--- src/rtl/pc_register_stack.sv ---
// Program-counter register with stall, jump, branch and call/return.
// Ports: CLK/RST async reset, ENA stall, JUMP/BRANCH/CALL/RET ops,
//   TARGET/OFFSET operands, ERR_CLR; outputs PC, PC_n, SP, FULL,
//   EMPTY, ERR (sticky stack overflow/underflow).
module pc_register_stack #(
   parameter int unsigned      WIDTH       = 32,
   parameter logic [WIDTH-1:0] RESET_VALUE = '0,
   parameter int unsigned      STEP        = 4,
   parameter int unsigned      DEPTH       = 4
) (
   input  logic                       CLK,
   input  logic                       RST,
   input  logic                       ENA,
   input  logic                       JUMP,
   input  logic                       BRANCH,
   input  logic                       CALL,
   input  logic                       RET,
   input  logic [WIDTH-1:0]           TARGET,
   input  logic [15:0]                OFFSET,
   input  logic                       ERR_CLR,
   output logic [WIDTH-1:0]           PC,
   output logic [WIDTH-1:0]           PC_n,
   output logic [$clog2(DEPTH):0]     SP,
   output logic                       FULL,
   output logic                       EMPTY,
   output logic                       ERR
);

   localparam int AW = $clog2(DEPTH);
   localparam int SW = AW + 1;

   logic [WIDTH-1:0] r_pc;
   logic [WIDTH-1:0] r_pc_n;
   logic [SW-1:0]    r_sp;
   logic             r_err;
   logic [WIDTH-1:0] r_stack [DEPTH];

   logic [WIDTH-1:0] w_pc_nxt;
   logic [SW-1:0]    w_sp_nxt;
   logic             w_push;
   logic             w_err_set;
   logic             w_full;
   logic             w_empty;
   logic [AW-1:0]    w_rd_idx;
   logic [AW-1:0]    w_wr_idx;
   logic [WIDTH-1:0] w_off;
   logic [WIDTH-1:0] w_step;
   logic [SW-1:0]    w_sp_dec;

   assign w_full   = (r_sp == SW'(DEPTH));
   assign w_empty  = (r_sp == '0);
   assign w_sp_dec = r_sp - 1'b1;
   assign w_rd_idx = w_sp_dec[AW-1:0];
   assign w_wr_idx = r_sp[AW-1:0];
   // Signed cast before resize gives sign extension to WIDTH.
   assign w_off    = WIDTH'($signed(OFFSET));
   assign w_step   = WIDTH'(STEP);

   // Fixed priority: RET > CALL > JUMP > BRANCH > increment.
   always_comb begin
      w_pc_nxt  = r_pc;
      w_sp_nxt  = r_sp;
      w_push    = 1'b0;
      w_err_set = 1'b0;
      if (ENA) begin
         if (RET) begin
            if (w_empty) begin
               w_err_set = 1'b1;
            end else begin
               w_pc_nxt = r_stack[w_rd_idx];
               w_sp_nxt = w_sp_dec;
            end
         end else if (CALL) begin
            if (w_full) begin
               w_err_set = 1'b1;
            end else begin
               w_push   = 1'b1;
               w_pc_nxt = TARGET;
               w_sp_nxt = r_sp + 1'b1;
            end
         end else if (JUMP) begin
            w_pc_nxt = TARGET;
         end else if (BRANCH) begin
            w_pc_nxt = r_pc + w_off;
         end else begin
            w_pc_nxt = r_pc + w_step;
         end
      end
   end

   always_ff @(posedge CLK or posedge RST) begin
      if (RST) begin
         r_pc   <= RESET_VALUE;
         r_pc_n <= ~RESET_VALUE;
         r_sp   <= '0;
         r_err  <= 1'b0;
      end else begin
         r_pc   <= w_pc_nxt;
         r_pc_n <= ~w_pc_nxt;
         r_sp   <= w_sp_nxt;
         // A set in the same cycle as a clear wins.
         if (w_err_set)
            r_err <= 1'b1;
         else if (ERR_CLR)
            r_err <= 1'b0;
      end
   end

   always_ff @(posedge CLK or posedge RST) begin
      if (RST) begin
         for (int i = 0; i < DEPTH; i++)
            r_stack[i] <= '0;
      end else if (w_push) begin
         r_stack[w_wr_idx] <= r_pc + w_step;
      end
   end

   assign PC    = r_pc;
   assign PC_n  = r_pc_n;
   assign SP    = r_sp;
   assign FULL  = w_full;
   assign EMPTY = w_empty;
   assign ERR   = r_err;

endmodule
--- config.mk ---
export PLATFORM = sky130hd
export DESIGN_NAME = pc_register_stack
export DESIGN_NICKNAME = d
export VERILOG_FILES = /design/src/rtl/pc_register_stack.sv
export SDC_FILE = /design/constraint.sdc
export NUM_CORES = 1
export LEC_CHECK = 0
export BUFFER_PORTS_ARGS = -buffer_cell sky130_fd_sc_hd__buf_2
export CAP_MARGIN = 30
export CORE_UTILIZATION = 54
export DETAILED_ROUTE_END_ITERATION = 8
export GPL_TIMING_DRIVEN = 0
export MAX_ROUTING_LAYER = met4
export PLACE_DENSITY = 0.8
export RECOVER_POWER = 100
export REMOVE_ABC_BUFFERS = 1
export SYNTH_ARGS = -nofsm -noshare
export SYNTH_HDL_FRONTEND = slang
export SYNTH_SLANG_ARGS = --single-unit
--- constraint.sdc ---
create_clock -name CLK -period 6 [get_ports CLK]
set_input_delay 1.2 -clock CLK [delete_from_list [all_inputs] [get_ports CLK]]
set_output_delay 1.2 -clock CLK [all_outputs]
set_load 0.1 [all_outputs]
# [Word-level counts from Yosys, hierarchy flattened]
# Index checks and enable logic that the tools add are counted.
[classes] bitwise_logic=3 n_reduce_logical=5 eq_ne=3 n_addsub=4 n_mux=28 order_cmp=3
[op_table] operator="32-bit two-way mux" n=10
[op_table] operator="128-bit bitwise mux" n=1
[op_table] operator="32-bit binary-select mux with 2-bit select" n=1
[op_table] operator="32-bit demux with 2-bit select" n=1
[op_table] operator="32-bit by 3-bit adder with 32-bit output (second input constant)" n=1
[op_table] operator="32-bit adder" n=1
[op_table] operator="32-bit NOT" n=1
[op_table] operator="3-bit two-way mux" n=4
[op_table] operator="1-bit two-way mux" n=11
[op_table] operator="3-bit >= comparator (second input constant)" n=2
[op_table] operator="2-bit NOT with 3-bit output" n=2
[op_table] operator="4-bit AND reduction" n=1
[op_table] operator="2-bit nonzero test" n=2
[op_table] operator="3-bit by 1-bit adder with 3-bit output (second input constant)" n=1
[op_table] operator="3-bit equality test (second input constant)" n=1
[op_table] operator="3-bit logical NOT" n=1
[op_table] operator="3-bit by 1-bit < comparator with 1-bit output (second input constant)" n=1
[op_table] operator="3-bit by 1-bit subtractor with 3-bit output (second input constant)" n=1
[op_table] operator="2-bit by 1-bit inequality test with 1-bit output (second input constant)" n=1
[op_table] operator="2-bit inequality test (second input constant)" n=1
[op_table] operator="1-bit logical AND" n=1
[totals] output_inout_bits=70 inputBits=56 regBits=196

# [Logic depth before layout (Yosys ltp)]
# Gate-level depths: netlist (run 1).
[depth] depth_word=9 depth_mapped=14 ltp_nobuf=10

# [Worst setup path before layout (run 1)]
# OpenSTA, ideal clock, no wires.
[synth_timing] path_type="reg-to-reg" start="register r_sp[0] (netlist: SP[0])" end="register r_pc_n[29] (netlist: PC_n[29])" setup_ps=82 t_arrival_ps=4133 stages_incl_launch_ff=14 path_slack_ps=1785 synth_period_minus_slack_ps=4215 cell_sequence="dfrtp_1 -> buf_2 -> buf_2 -> buf_2 -> inv_1 -> ha_1 -> ha_1 -> nor2b_1 -> and2_1 -> buf_2 -> a22o_1 -> nor3b_1 -> mux2_2 -> or2_1"
[synth_via] elab_chain_cells=9 elab_cells_between_ends=13 classes_between="add/sub (1); eq/ne (1); mux (8); bitwise (2); reduce/logical (1)"
[synth_lines] element="start: declaration" line_no="34" source="logic [SW-1:0] r_sp;"
[synth_lines] element="start signal: assignment" line_no="100" source="r_sp <= w_sp_nxt;"
[synth_lines] element="3-bit by 1-bit subtractor with 3-bit output" line_no="52" source="assign w_sp_dec = r_sp - 1'b1;"
[synth_lines] element="named net w_sp_dec[0]" line_no="48" source="logic [SW-1:0] w_sp_dec;"
[synth_lines] element="2-bit NOT with 3-bit output (implied by the code)" line_no="70" source="w_pc_nxt = r_stack[w_rd_idx];"
[synth_lines] element="32-bit binary-select mux with 2-bit select" line_no="70"
[synth_lines] element="32-bit two-way mux (implied by the code) (2 in series)" line_no="70"
[synth_lines] element="32-bit two-way mux" line_no="67" source="if (w_empty) begin"
[synth_lines] element="32-bit two-way mux" line_no="66" source="if (RET) begin"
[synth_lines] element="32-bit two-way mux" line_no="65" source="if (ENA) begin"
[synth_lines] element="32-bit NOT" line_no="99" source="r_pc_n <= ~w_pc_nxt;"
[synth_lines] element="end signal: assignment" line_no="94" source="r_pc_n <= ~RESET_VALUE;"
[synth_lines] element="end signal: assignment" line_no="99"
[synth_lines] element="end: declaration" line_no="33" source="logic [WIDTH-1:0] r_pc_n;"
# The timed path passes the listed nets, and every way through them passes these cells. The select of a mux whose other input is x is not followed.
# A chain may end at the register's enable or synchronous reset.

# [Worst setup path after layout (run 1)]
[layout_timing] start="input ENA" end="register r_stack[67] (netlist bit)"
[layout_via] elab_chain_cells=1
[layout_lines] element="start: declaration" line_no="13" source="input logic ENA,"
[layout_lines] element="1-bit two-way mux" line_no="65"
[layout_lines] element="end signal: indexed assignment" line_no="114" source="r_stack[w_wr_idx] <= r_pc + w_step;"
[layout_lines] element="end: declaration" line_no="36" source="logic [WIDTH-1:0] r_stack [DEPTH];"
# No other way between the ends.

==> metrics.txt, run 1 <==
# TYPE chip_impl_metric gauge
chip_impl_info{name="run_status",value="finished with violations"} 1
chip_impl_info{name="violated_checks",value="max-capacitance violations, max-slew violations"} 1
chip_impl_info{name="cts_tree",value="done"} 1
chip_impl_info{name="synth.top_cells.by_area",value="sky130_fd_sc_hd__dfrtp_1 (36%), sky130_fd_sc_hd__dfstp_2 (7.3%), sky130_fd_sc_hd__a21oi_1 (6.7%)"} 1
chip_impl_info{name="clockRootBuffer",value="sky130_fd_sc_hd__clkbuf_16"} 1
chip_impl_metric{name="drt_pre_antenna_iters",unit=""} 6
chip_impl_metric{name="syn-instance-count",unit=""} 1205
chip_impl_info{name="most_frequent_cells_in_the_layout",value="sky130_fd_sc_hd__nor2_1 (172), sky130_fd_sc_hd__dfrtp_1 (164), sky130_fd_sc_hd__a21oi_1 (153)"} 1
chip_impl_metric{name="yosysUniqueCellTypes",unit=""} 77
chip_impl_metric{name="ys_ff_latch",unit=""} 196
chip_impl_metric{name="synth_warn",unit=""} 0
chip_impl_metric{name="area_delta_synth_final",unit="%"} 11.3
chip_impl_metric{name="syn_area",unit="um^2"} 11400
chip_impl_metric{name="arrival",unit="ns"} 5.57
chip_impl_metric{name="async_reset_ff_share",unit="%"} 100
chip_impl_metric{name="floorplan.io_pins",unit=""} 126
chip_impl_metric{name="grt-ovfl-total",unit=""} 0
chip_impl_metric{name="final_layout_size_suffix_gt1_share",unit="%"} 14.8
chip_impl_metric{name="initialDrtViolationCount",unit=""} 1136
chip_impl_metric{name="fp.dieW",unit="um"} 148
chip_impl_metric{name="worst-path-max-fanout",unit=""} 37
chip_impl_info{name="dominantRegCellSynth",value="sky130_fd_sc_hd__dfrtp_1"} 1
chip_impl_metric{name="cts-resized-gates",unit=""} 0
chip_impl_metric{name="core_area",unit="um^2"} 20500
chip_impl_metric{name="relSlewSlack",unit="%"} -164
chip_impl_metric{name="cts_inserted_buffers",unit=""} 17
chip_impl_metric{name="core.rowCount",unit=""} 52
chip_impl_metric{name="routability_congestion_estimate",unit=""} 0.950
chip_impl_metric{name="global_route_wire_length_before_repair",unit="um"} 55000
chip_impl_metric{name="synth_top_cell_area_share",unit="%"} 35.9
chip_impl_metric{name="post_cts_setup_repair_bufs",unit=""} 0
chip_impl_metric{name="drcViolationCount",unit=""} 0
chip_impl_metric{name="required",unit="ns"} 6.33
chip_impl_metric{name="antenna_violating_nets_post_route",unit=""} 0
chip_impl_metric{name="dp_slack",unit="ns"} 0.691
chip_impl_metric{name="average_wire_per_standard_cell",unit="um"} 22.0
chip_impl_metric{name="final_setup_violation_count",unit=""} 0
chip_impl_metric{name="fillCellCount",unit=""} 1769
chip_impl_metric{name="via_count",unit=""} 10000
chip_impl_metric{name="final_max_slew_viol_count",unit=""} 128
chip_impl_metric{name="vias_per_cell",unit=""} 6.35
chip_impl_metric{name="final.setup_skew",unit="ns"} 0.0103
chip_impl_metric{name="first_global_vias",unit=""} 10100
chip_impl_metric{name="die_height",unit="um"} 148
chip_impl_metric{name="initial_utilization",unit="%"} 55.9
chip_impl_metric{name="cts_buffer_depth",unit=""} 2
chip_impl_metric{name="synthesis.area_per_instance",unit="um^2"} 9.50
chip_impl_metric{name="maxCapViolations",unit=""} 3
chip_impl_metric{name="antenna-diode-count",unit=""} 0
chip_impl_info{name="endpoint_kind",value="register"} 1
chip_impl_metric{name="setup-tns-final",unit="ns"} 0
chip_impl_metric{name="timing.final.crit_period",unit="ns"} 5.24
chip_impl_metric{name="grt_start_max_net_pins",unit=""} 107
chip_impl_metric{name="dpl.hpwl",unit="um"} 24500
chip_impl_metric{name="timing.final.crit_share",unit="%"} 87.3
chip_impl_metric{name="clock_sink_count",unit=""} 196
chip_impl_info{name="worst-setup-path-type",value="in2reg"} 1
chip_impl_info{name="layout.cells.most_common",value="sky130_fd_sc_hd__nor2_1"} 1
chip_impl_info{name="synth_largest_area_cell",value="sky130_fd_sc_hd__dfrtp_1"} 1
chip_impl_metric{name="global_route.usage.total",unit="%"} 34.4
chip_impl_info{name="crit_path_start_kind",value="input port"} 1
chip_impl_info{name="rsz0062_at_grt",value="false"} 1
chip_impl_metric{name="synth.yosys.seq_area_share",unit="%"} 43.2
chip_impl_metric{name="number_of_flops_mapped_to_enable_cells_by_yosys",unit=""} 0
chip_impl_metric{name="cts_hold_repair.buffers",unit=""} 0
chip_impl_metric{name="h_tree_depth",unit=""} 4
chip_impl_metric{name="setup_ws",unit="ns"} 0.764
chip_impl_metric{name="final_net_count",unit=""} 1390
chip_impl_metric{name="clock_latency",unit="ns"} 0.44
chip_impl_metric{name="path_clk_slew",unit="ns"} 0.07
chip_impl_metric{name="die_area",unit="um^2"} 21800
chip_impl_metric{name="worstMarginPinSlew",unit="ns"} 3.95
chip_impl_metric{name="io_buffer_count",unit=""} 125
chip_impl_metric{name="timing.fmax",unit="MHz"} 191
chip_impl_metric{name="antenna_found_initial",unit=""} 0
chip_impl_info{name="worstHoldPathType",value="reg2reg"} 1
chip_impl_metric{name="finalWirelength",unit="um"} 34700
chip_impl_metric{name="report.final.hold_viol_count",unit=""} 0
-- per-layer routing --
layer	share of wire [%]	global-route usage, %	wire length, um
met5	0	-	0
met4	4.5	18.2	1550
met3	8.8	7.01	3050
met2	47	51.9	16300
met1	40	43.8	13800
-- final cells by class --
cell class / count / area [um^2] / share of cell area, %
clock buffer: 22 / 454 / 3.57
clock inverter: 10 / 98.8 / 0.776
inverter: 27 / 103 / 0.805
multi-input combinational: 915 / 6080 / 47.7
sequential: 196 / 4940 / 38.8
tap: 270 / 338 / 2.65
timing repair buffer: 138 / 718 / 5.64
-- final timing paths --
path | startpoint | endpoint | slack, ns | depth (start not counted)
hold / removal | r_stack[58] | r_stack[58] | 0.48 | 2
max in group asynchronous | RST | r_stack[77] | 2.29 | 2
setup reg to reg | SP[0] | r_stack[67] | 0.81 | 8
min in group asynchronous | RST | async pin | 1.93 | 2
setup / recovery | ENA | r_stack[67] | 0.76 | 9
hold reg to reg | r_stack[58] | r_stack[58] | 0.48 | 2
-- cell usage after synthesis, drive strengths merged (9+ instances only) --
| library cell | count |
|---|---|
| a211oi | 14 |
| a21o | 10 |
| a21oi | 156 |
| a22oi | 9 |
| and2 | 19 |
| and3 | 15 |
| buf | 41 |
| clkbuf | 26 |
| dfrtp | 164 |
| dfstp | 32 |
| ha | 38 |
| inv | 27 |
| mux2 | 15 |
| mux2i | 20 |
| mux4 | 32 |
| nand2 | 104 |
| nand2b | 9 |
| nand3 | 26 |
| nand4 | 11 |
| nor2 | 172 |
| nor2b | 10 |
| nor3 | 15 |
| o21ai | 72 |
| xnor2 | 23 |
| xor2 | 28 |
-- logic make-up (layout without fill, tap and decap cells) --
logic type / Yosys count / in the layout / share of synthesized area (%)
AO/OA/AOI/OAI: 347 / 347 / 18.8
XOR/XNOR: 51 / 51 / 4.03
adder cells (fa/ha/maj): 39 / 39 / 4.33
buffers and inverters: 94 / 197 / 3.71
flip-flops: 196 / 196 / 43.2
multiplexers: 67 / 67 / 9.52
AND/OR/NAND/NOR: 411 / 411 / 16.5
-- worst max-delay path, stage by stage --
cell	delay [ns]
sky130_fd_sc_hd__buf_2	0.47
sky130_fd_sc_hd__inv_1	0.39
sky130_fd_sc_hd__nor2_1	0.76
sky130_fd_sc_hd__nand2_1	0.43
sky130_fd_sc_hd__nor2_1	0.56
sky130_fd_sc_hd__clkbuf_1	0.43
sky130_fd_sc_hd__and2_2	0.65
sky130_fd_sc_hd__buf_12	0.28
sky130_fd_sc_hd__mux2_2	0.36
-- metrics by stage --
stage	hold WS (ns)	utilization, %	instances	cell area [um^2]
final	0.480	62.1	1578	12700
after floorplan	0.441	-	1138	11100
after CTS	0.482	62.8	1577	12900
after global routing	0.501	62.1	1578	12700
after detailed placement	0.468	60.1	1545	12300
after global placement	0.458	59.0	1533	12100
Power of run 1 is not shown: default switching activity piles up to over one toggle a cycle in this logic, so the estimate is an artifact.
==> inputs of run 2 (changes only) <==
CORE_ASPECT_RATIO = 0.5   (was default)
==> run 2 against run 1 <==
The flow still finishes with violations (max-capacitance violations, max-slew violations). Critical path depth shrank 1. Hold slack is essentially flat. Die area grew 0.17%. First-iteration DRC count shrank 12%. Maximum frequency grew 3.7%. Register-to-register slack gained 0.26 ns. Critical endpoint is now r_stack[26]. Highest routed layer unchanged. Wire length grew 6.1%. Clock-buffer cell count shrank 2.
==> metrics.txt, run 2 (synthesized netlist as in run 1, its figures left out) <==
# TYPE chip_impl_metric gauge
chip_impl_info{name="crit_path_start",value="CALL"} 1
chip_impl_metric{name="rrSetupSlack",unit="ns"} 1.07
chip_impl_metric{name="antenna_found_initial",unit=""} 0
chip_impl_metric{name="global_route_wire_length_before_repair",unit="um"} 56300
chip_impl_metric{name="cts_buffer_depth",unit=""} 2
chip_impl_metric{name="required",unit="ns"} 6.38
chip_impl_metric{name="area_delta_synth_final",unit="%"} 11.6
chip_impl_metric{name="initial_utilization",unit="%"} 55.4
chip_impl_info{name="reg2reg_to",value="PC_n[29]"} 1
chip_impl_metric{name="routed-wl-met2",unit="um"} 16800
chip_impl_info{name="regToRegStartpoint",value="SP[0]"} 1
chip_impl_metric{name="fp.dieW",unit="um"} 208
chip_impl_metric{name="path_clk_slew",unit="ns"} 0.07
chip_impl_metric{name="timing.final.crit_share",unit="%"} 84.2
chip_impl_metric{name="initialDrtViolationCount",unit=""} 1004
chip_impl_metric{name="routedLengthMet1",unit="um"} 14400
chip_impl_metric{name="setup_ws",unit="ns"} 0.950
chip_impl_metric{name="die_area",unit="um^2"} 21800
chip_impl_metric{name="h_tree_depth",unit=""} 4
chip_impl_info{name="critical_path.endpoint",value="r_stack[26]"} 1
chip_impl_metric{name="final_layout_size_suffix_gt1_share",unit="%"} 15.0
chip_impl_metric{name="cts_inserted_buffers",unit=""} 17
chip_impl_metric{name="r2r.worst_path.cells",unit=""} 9
chip_impl_metric{name="fin_area",unit="um^2"} 12800
chip_impl_metric{name="floorplan.io_pins",unit=""} 126
chip_impl_info{name="clockRootBuffer",value="sky130_fd_sc_hd__clkbuf_16"} 1
chip_impl_metric{name="global_route.usage.total",unit="%"} 35.5
chip_impl_metric{name="final_net_count",unit=""} 1392
chip_impl_info{name="endpoint_kind",value="register"} 1
chip_impl_info{name="rsz0062_at_grt",value="false"} 1
chip_impl_info{name="worstHoldPathType",value="reg2reg"} 1
chip_impl_info{name="run_status",value="finished with violations"} 1
chip_impl_metric{name="core.rowCount",unit=""} 37
chip_impl_metric{name="dpl.hpwl",unit="um"} 25200
chip_impl_metric{name="arrival",unit="ns"} 5.43
chip_impl_metric{name="post-place-cells",unit=""} 1548
chip_impl_metric{name="timing.fmax",unit="MHz"} 198
chip_impl_metric{name="post_cts_setup_repair_bufs",unit=""} 0
chip_impl_metric{name="vias_per_cell",unit=""} 6.51
chip_impl_metric{name="via_count",unit=""} 10300
chip_impl_info{name="routed.top_layer",value="met4"} 1
chip_impl_metric{name="die_height",unit="um"} 105
chip_impl_metric{name="routability_congestion_estimate",unit=""} 0.934
chip_impl_info{name="worst-setup-path-type",value="in2reg"} 1
chip_impl_metric{name="fin_worst_hold_slack",unit="ns"} 0.480
chip_impl_metric{name="finalWirelength",unit="um"} 36800
chip_impl_metric{name="clock_sink_count",unit=""} 196
chip_impl_metric{name="dp_slack",unit="ns"} 0.751
chip_impl_metric{name="grt-ovfl-total",unit=""} 0
chip_impl_metric{name="average_wire_per_standard_cell",unit="um"} 23.3
chip_impl_metric{name="cts-resized-gates",unit=""} 0
chip_impl_metric{name="route.met3.wl",unit="um"} 3960
chip_impl_metric{name="drt_pre_antenna_iters",unit=""} 5
chip_impl_metric{name="final_setup_violation_count",unit=""} 0
chip_impl_info{name="cts_tree",value="done"} 1
chip_impl_metric{name="drcViolationCount",unit=""} 0
chip_impl_info{name="most_frequent_cells_in_the_layout",value="sky130_fd_sc_hd__nor2_1 (172), sky130_fd_sc_hd__dfrtp_1 (164), sky130_fd_sc_hd__a21oi_1 (153)"} 1
chip_impl_metric{name="antenna-diode-count",unit=""} 0
chip_impl_metric{name="fillCellCount",unit=""} 1695
chip_impl_metric{name="first_global_vias",unit=""} 9980
chip_impl_metric{name="grt_start_max_net_pins",unit=""} 108
chip_impl_metric{name="maxCapViolations",unit=""} 2
chip_impl_metric{name="final.setup_skew",unit="ns"} 0.0135
chip_impl_metric{name="finish.cell_count_without_fillers",unit=""} 1583
chip_impl_metric{name="placement_stage_cell_area",unit="um^2"} 12300
chip_impl_info{name="layout.cells.most_common",value="sky130_fd_sc_hd__nor2_1"} 1
chip_impl_metric{name="report.final.hold_viol_count",unit=""} 0
chip_impl_metric{name="timing.final.crit_period",unit="ns"} 5.05
chip_impl_metric{name="core_area",unit="um^2"} 20600
chip_impl_metric{name="clock_latency",unit="ns"} 0.46
chip_impl_metric{name="antenna_violating_nets_post_route",unit=""} 0
chip_impl_info{name="hold_path_startpoint",value="r_stack[53]"} 1
chip_impl_metric{name="worstMarginPinSlew",unit="ns"} 4.07
chip_impl_metric{name="io_buffer_count",unit=""} 125
chip_impl_metric{name="relSlewSlack",unit="%"} -173
chip_impl_info{name="violated_checks",value="max-capacitance violations, max-slew violations"} 1
chip_impl_metric{name="final_max_slew_viol_count",unit=""} 122
chip_impl_metric{name="cts_hold_repair.buffers",unit=""} 0
chip_impl_metric{name="worst-path-max-fanout",unit=""} 31
chip_impl_info{name="crit_path_start_kind",value="input port"} 1
run 2: changes by cell type in the layout (fill, tap and decap cells not counted), sizes merged:
| cell | change |
|---|---|
| clkbuf | +2 |
| buf | -2 |
| clkinv | -1 |
| inv | +1 |
| clkinvlp | +2 |
run 2: metal layers:
metal  track usage [%]  vias to the layer above
met3              9.11                      144
met5                 -                        -
li1                  -                     4521
met2              54.7                      625
met4              15.4                        0
met1              44.6                     5013
run 2: worst min path at each step:
stage                   to  slack, ns  depth (start not counted)
2_1_floorplan  r_stack[35]       0.44                          2
3_3_place_gp   r_stack[54]       0.46                          2
6_report       r_stack[53]       0.48                          2
3_5_place_dp   r_stack[53]       0.47                          2
5_1_grt        r_stack[41]       0.51                          2
4_1_cts        r_stack[53]       0.48                          2
run 2: cell type report:
cell class / count / area, um^2 / share of cell area [%]
Multi-Input combinational cell: 915 / 6090 / 47.7
Sequential cell: 196 / 4940 / 38.7
Timing Repair Buffer: 140 / 721 / 5.64
Clock buffer: 20 / 447 / 3.50
Tap cell: 273 / 342 / 2.67
Clock inverter: 12 / 125 / 0.980
Inverter: 27 / 103 / 0.803
run 2: metrics by stage:
stage,setup TNS (ns),util (%)
floorplan,-112.92,-
global placement,-547.86,58.6
detailed placement,0,59.7
CTS,0,62.5
global route,0,61.9
finish,0,61.9
run 2: critical path, stage by stage:
cell,delay [ns]
sky130_fd_sc_hd__clkbuf_1,1.30
sky130_fd_sc_hd__nand2_1,0.68
sky130_fd_sc_hd__nor3_2,0.90
sky130_fd_sc_hd__clkbuf_1,0.73
sky130_fd_sc_hd__buf_6,0.28
sky130_fd_sc_hd__buf_6,0.16
sky130_fd_sc_hd__nor2_1,0.05
sky130_fd_sc_hd__a21oi_1,0.11
Power of run 2 is left out for the same reason.
